File: src/rtl/cayde_pkg.sv
// Shared types for the cayde execute-stage ALU: op codes, FSM states and op helpers.
package cayde_pkg;

  typedef enum logic [3:0] {
    ALU_AND  = 4'b0000,
    ALU_OR   = 4'b0001,
    ALU_ADD  = 4'b0010,
    ALU_XOR  = 4'b0011,
    ALU_SUB  = 4'b0110,
    ALU_SLT  = 4'b0111,
    ALU_SLTU = 4'b1000,
    ALU_SLL  = 4'b1001,
    ALU_SRL  = 4'b1010,
    ALU_SRA  = 4'b1011
  } alu_op_t;

  typedef enum logic [1:0] {
    IDLE  = 2'd0,
    SHIFT = 2'd1,
    DONE  = 2'd2
  } alu_state_t;

  function automatic logic is_shift(input alu_op_t op);
    return (op == ALU_SLL) || (op == ALU_SRL) || (op == ALU_SRA);
  endfunction

endpackage

File: src/rtl/cayde_alu_comb.sv
// Single-cycle ALU ops; shifts and unknown codes yield zero here.
module cayde_alu_comb
  import cayde_pkg::*;
#(
  parameter int unsigned XLEN = 32
) (
  input  alu_op_t         op,
  input  logic [XLEN-1:0] a,
  input  logic [XLEN-1:0] b,
  output logic [XLEN-1:0] result_c
);

  always_comb begin
    result_c = '0;
    unique case (op)
      ALU_AND:  result_c = a & b;
      ALU_OR:   result_c = a | b;
      ALU_ADD:  result_c = a + b;
      ALU_XOR:  result_c = a ^ b;
      ALU_SUB:  result_c = a - b;
      ALU_SLT:  result_c = XLEN'($signed(a) < $signed(b));
      ALU_SLTU: result_c = XLEN'(a < b);
      default:  result_c = '0;
    endcase
  end

endmodule

File: src/rtl/cayde_alu_seq.sv
// Multi-cycle ALU: one-cycle logic/arith/compare ops, bit-serial shifts,
// valid/ready on both sides with a held result until the consumer drains it.
module cayde_alu_seq
  import cayde_pkg::*;
#(
  parameter int unsigned XLEN = 32,
  parameter int unsigned SHW  = $clog2(XLEN)
) (
  input  logic            clk,
  input  logic            rst,
  input  logic            in_valid,
  output logic            in_ready,
  input  logic [3:0]      op,
  input  logic [XLEN-1:0] a,
  input  logic [XLEN-1:0] b,
  output logic            out_valid,
  input  logic            out_ready,
  output logic [XLEN-1:0] result,
  output logic            zero,
  output logic            busy
);

  alu_state_t      state_q, state_d;
  alu_op_t         op_q, op_d;
  logic [XLEN-1:0] acc_q, acc_d;
  logic [SHW-1:0]  cnt_q, cnt_d;
  logic [XLEN-1:0] result_q, result_d;
  logic            zero_q, zero_d;
  logic            out_valid_q, out_valid_d;
  logic            in_ready_q, in_ready_d;
  logic            busy_q, busy_d;

  alu_op_t         op_in;
  logic [SHW-1:0]  shamt_in;
  logic            accept;
  logic [XLEN-1:0] comb_res;
  logic [XLEN-1:0] shifted;

  assign op_in    = alu_op_t'(op);
  assign shamt_in = b[SHW-1:0];
  assign accept   = in_valid && in_ready_q;

  cayde_alu_comb #(.XLEN(XLEN)) u_comb (
    .op       (op_in),
    .a        (a),
    .b        (b),
    .result_c (comb_res)
  );

  // One-bit step of the shift accumulator for the captured op
  always_comb begin
    shifted = acc_q;
    case (op_q)
      ALU_SLL: shifted = {acc_q[XLEN-2:0], 1'b0};
      ALU_SRL: shifted = {1'b0, acc_q[XLEN-1:1]};
      ALU_SRA: shifted = {acc_q[XLEN-1], acc_q[XLEN-1:1]};
      default: shifted = acc_q;
    endcase
  end

  // State and datapath registers
  always_ff @(posedge clk) begin
    if (rst) begin
      state_q     <= IDLE;
      op_q        <= ALU_AND;
      acc_q       <= '0;
      cnt_q       <= '0;
      result_q    <= '0;
      zero_q      <= 1'b0;
      out_valid_q <= 1'b0;
      in_ready_q  <= 1'b1;
      busy_q      <= 1'b0;
    end else begin
      state_q     <= state_d;
      op_q        <= op_d;
      acc_q       <= acc_d;
      cnt_q       <= cnt_d;
      result_q    <= result_d;
      zero_q      <= zero_d;
      out_valid_q <= out_valid_d;
      in_ready_q  <= in_ready_d;
      busy_q      <= busy_d;
    end
  end

  // Next-state logic
  always_comb begin
    state_d = state_q;
    unique case (state_q)
      IDLE: begin
        if (accept) begin
          state_d = (is_shift(op_in) && (shamt_in != '0)) ? SHIFT : DONE;
        end
      end
      SHIFT: begin
        if (cnt_q == SHW'(1)) state_d = DONE;
      end
      DONE: begin
        if (out_ready) state_d = IDLE;
      end
      default: state_d = IDLE;
    endcase
  end

  // Datapath updates and registered handshake flags derived from next state
  always_comb begin
    op_d        = op_q;
    acc_d       = acc_q;
    cnt_d       = cnt_q;
    result_d    = result_q;
    zero_d      = zero_q;
    out_valid_d = (state_d == DONE);
    in_ready_d  = (state_d == IDLE);
    busy_d      = (state_d != IDLE);
    unique case (state_q)
      IDLE: begin
        if (accept) begin
          op_d = op_in;
          if (is_shift(op_in) && (shamt_in != '0)) begin
            acc_d = a;
            cnt_d = shamt_in;
          end else if (is_shift(op_in)) begin
            result_d = a;
            zero_d   = (a == '0);
          end else begin
            result_d = comb_res;
            zero_d   = (comb_res == '0);
          end
        end
      end
      SHIFT: begin
        acc_d = shifted;
        cnt_d = cnt_q - SHW'(1);
        if (cnt_q == SHW'(1)) begin
          result_d = shifted;
          zero_d   = (shifted == '0);
        end
      end
      default: ;
    endcase
  end

  assign in_ready  = in_ready_q;
  assign out_valid = out_valid_q;
  assign result    = result_q;
  assign zero      = zero_q;
  assign busy      = busy_q;

endmodule

File: config.mk
export PLATFORM = sky130hd
export DESIGN_NAME = cayde_alu_seq
export DESIGN_NICKNAME = d
export VERILOG_FILES = /design/src/rtl/cayde_pkg.sv /design/src/rtl/cayde_alu_comb.sv /design/src/rtl/cayde_alu_seq.sv
export SDC_FILE = /design/constraint.sdc
export NUM_CORES = 1
export LEC_CHECK = 0
export ABC_CLOCK_PERIOD_IN_PS = 7100
export CELL_PAD_IN_SITES_DETAIL_PLACEMENT = 1
export CELL_PAD_IN_SITES_GLOBAL_PLACEMENT = 1
export CORE_MARGIN = 2
export CORE_UTILIZATION = 35
export CTS_BUF_LIST = sky130_fd_sc_hd__clkbuf_2
export DETAILED_ROUTE_END_ITERATION = 10
export HOLD_SLACK_MARGIN = 0.15
export PLACE_DENSITY_LB_ADDON = 0.25
export SYNTH_ARGS = -nofsm -noshare
export SYNTH_HDL_FRONTEND = slang
export SYNTH_SLANG_ARGS = --single-unit
File: constraint.sdc
create_clock -name clk -period 7.1 [get_ports clk]
set_input_delay 1.42 -clock clk [delete_from_list [all_inputs] [get_ports clk]]
set_output_delay 1.42 -clock clk [all_outputs]
set_load 0.005 [all_outputs]
==> flow_summary.json <==
{
  "clk_latency_ps": 560,
  "drc": 0,
  "ant_nets": 0,
  "synth_nets": 1622,
  "rr_endpoint": "zero",
  "grt_pass1_wl_um": 70810,
  "start_util_pct": 35.46,
  "synth-async-reset-ratio_pct": 0,
  "synthXorXnorAreaFrac_pct": 0.8022,
  "vias": 11810,
  "ctsResizeCount": 0,
  "synthSimpleGateAreaFrac_pct": 25.39,
  "final-max-slew-violation-count": 0,
  "rsz0062_at_grt": "no",
  "hold_start": "result[15]",
  "totalNegativeSetupSlack_ps": 0,
  "synth_top_flop_cell": "dfxtp_1",
  "min_path_cells": 2,
  "rrSetupSlack_ps": 3670,
  "clock.fmax_ghz": 0.1828,
  "critPathKind": "input pin to flip-flop",
  "setup_violations": 0,
  "routed_wl_um": 46850,
  "grt-ovfl-total": 0,
  "hold_path_end": "result[15]",
  "synth_edf_count": 0,
  "yosys_register_bits": 79,
  "die_area_um2": 29430,
  "cp.arrival_ps": 5960,
  "tritoncts": "done",
  "gp_congestion": 1.028,
  "reg2regPathDepth": 11,
  "synthCells": 1447,
  "synth-seq-area-share_pct": 16.10,
  "power_w": 0.001604,
  "hp-class": "flip-flop to flip-flop",
  "cap_violations": 0,
  "wl_per_cell_um": 25.03,
  "fillers": 3546,
  "ys_types": 91,
  "cts-buffers-inserted": 9,
  "postLayoutCellArea_um2": 11350,
  "cts.sinks": 79,
  "avgSynthCellArea_um2": 6.790,
  "grt_max_degree": 76,
  "worst_pin_slew_ps": 1096,
  "skew_ps": 35.89,
  "synth_top_family_by_area": "compound AO/OA/AOI/OAI gates",
  "fin_ws_ps": 1629,
  "post-dp-hpwl_um": 36090,
  "io_pins": 108,
  "outcome": "finished, final reports clean",
  "hold_viol": 0,
  "peakVddDrop_mv": 0.08918,
  "grt_usage_pct": 31.60,
  "die_x_um": 171.6,
  "min_period_ps": 5471,
  "dr.first_iter.drc_count": 1230,
  "power.density_nw_per_um2": 141.3,
  "crit_path_start": "a[7]",
  "place_ws_ps": 1250,
  "die_h_um": 171.6,
  "yosys.area_share.adder_pct": 13.27,
  "fin_nets": 1663,
  "crit_required_ps": 7590,
  "cp-end-kind": "flip-flop",
  "first_global_vias": 11560,
  "hold_buffers": 0,
  "met3_length_um": 2768,
  "routed.top_layer": "met4",
  "synth-compound-area-share_pct": 35.11,
  "cts_buffer_depth": 2,
  "placementRows": 61,
  "relSlewSlack_pct": 26.82,
  "clkTransAtPathRegs_ps": 210,
  "post_drt_via_cell_ratio": 6.308,
  "worstPathMaxFanout": 14,
  "final.period_utilization_pct": 77.05,
  "yosys_warnings": 0,
  "portBuffers": 107,
  "postPlaceCellArea_um2": 11190,
  "synthMuxAreaShare_pct": 1.172,
  "coreArea_um2": 27710,
  "critPathLaunchType": "input pin",
  "leakagePower_nw": 4.624,
  "syn-cell-area_um2": 9826,
  "cts_setup_buffers": 0,
  "grt_antenna_before_repair": 1,
  "area_growth_pct": 15.54,
  "wl_met1_um": 20200,
  "clock-root-buffer": "clkbuf_2",
  "worstReg2RegStart": "state_q[1]",
  "drt_first_pass_iters": 6,
  "htreeDepth": 3,
  "wl_met2_um": 21470,
  "drive_gt1_share_pct": 5.425
}
## logic make-up (layout without fill, tap and decap cells)
group,count (synthesis),count (layout)
AO/OA/AOI/OAI,501,501
XOR/XNOR,9,9
adder cells (fa/ha/maj),103,103
buffers and inverters,207,253
flip-flops,79,79
multiplexers,11,11
other,0,1
AND/OR/NAND/NOR,537,537
## sequential cells by signal (all words and copies together), names as in the netlist
| register | cells |
|---|---|
| acc_q | 32 |
| busy | 1 |
| zero | 1 |
| cnt_q | 5 |
| op_q | 4 |
| state_q | 2 |
| in_ready | 1 |
| result | 32 |
| out_valid | 1 |
## critical path, cell delays in order
cell,delay (ps)
clkdlybuf4s50_1,650
inv_1,90
ha_1,490
or3_1,450
or2_0,260
a21oi_1,290
o2111ai_1,370
a211oi_2,500
o2111ai_1,290
o2bb2a_2,320
a31oi_1,310
a21oi_1,70
a211o_1,310
a21oi_1,130
## routing by layer
| layer | GRT usage (%) | up-vias |
|---|---|---|
| met1 | 41.24 | 5833 |
| met5 | 0 | - |
| met2 | 52.19 | 503 |
| li1 | - | 5361 |
| met3 | 3.958 | 112 |
| met4 | 13.82 | 0 |
## synth_stat cells, types with 7 or more instances
master	count	area, µm²
o221ai_1	12	105.1
ha_1	101	1264
and2_1	11	68.82
a222oi_1	17	170.2
a31oi_1	12	75.07
nand4_1	14	87.58
a311oi_1	22	192.7
clkbuf_1	88	330.3
inv_1	101	379.1
nor2_1	162	608.1
a211oi_1	30	225.2
or3_1	16	100.1
dfxtp_1	79	1582
o21a_1	8	60.06
nand2_1	188	705.7
o2111ai_1	7	61.31
o21bai_1	11	82.58
a22oi_1	31	232.7
and3_1	7	43.79
nand3_1	22	110.1
a211o_1	9	78.83
buf_2	10	50.05
o211ai_1	15	112.6
nor2b_1	14	87.58
xnor2_1	8	70.07
a21oi_1	160	800.8
nor4_1	28	175.2
mux2i_1	10	100.1
o21ai_0	59	295.3
a221oi_1	10	87.58
a21o_1	18	135.1
o31ai_1	13	97.59
nor3_1	28	140.1
nand2b_1	10	62.56
## area by class of cell
class | count | area [µm²] | area share [%]
flip-flops and latches | 79 | 1582 | 13.93
repair buffers | 135 | 1276 | 11.24
multi-input cells | 1161 | 7477 | 65.87
inverters | 102 | 382.9 | 3.373
well taps | 378 | 473.0 | 4.166
diodes | 1 | 2.502 | 0.02204
clock inverters | 6 | 108.9 | 0.9589
clock buffers | 10 | 50.05 | 0.4409
## layout by cell type (no fill, tap or decap), drive strengths merged, types with 7 or more instances in the layout
cell           synthesis  routed
o31ai                 15      15
o21bai                12      12
a221oi                10      10
a22oi                 31      31
clkdlybuf4s50          0     106
nand2b                10      10
o21ai                 59      59
a21oi                161     161
a211o                  9       9
o21a                   8       8
o211ai                16      16
nand4                 14      14
a31oi                 12      12
a21o                  18      18
nor2                 162     162
clkbuf                89      10
nor3                  28      28
o221ai                13      13
or3                   16      16
buf                   16      29
dfxtp                 79      79
and2                  13      13
a211oi                31      31
nor4                  30      30
a311oi                22      22
nand2                189     189
or2                    8       8
mux2i                 10      10
o2111ai                7       7
a222oi                17      17
ha                   101     101
xnor2                  8       8
nor2b                 14      14
and3                   7       7
nand3                 22      22
inv                  101     101
## worst max path at each step
stage | endpoint | slack, ps | cells after the start
3_5_place_dp | result[31] | 1250 | 14
5_1_grt | result[31] | 1420 | 14
6_report | result[28] | 1630 | 14
4_1_cts | zero | 1820 | 14
2_1_floorplan | zero | 2720 | 14
3_3_place_gp | result[31] | 1210 | 14
## metrics by stage
step | hold WS, ps | util (%) | cells
3_5_place_dp | 452.3 | 40.39 | 1855
3_3_place_gp | 440.8 | 40.39 | 1855
4_1_cts | 476.6 | 40.97 | 1871
2_1_floorplan | 431.8 | - | 1447
6_report | 474.2 | 40.97 | 1872
5_1_grt | 496.2 | 40.97 | 1872
## where the power goes
part / switching (W) / total (W) / internal, W
registers: 0.0000263 / 0.000503 / 0.000476
logic: 0.000495 / 0.000779 / 0.000284
clock network: 0.000169 / 0.000322 / 0.000153
total: 0.000691 / 0.00160 / 0.000913
Note: power is estimated with default switching activity, not from simulation.
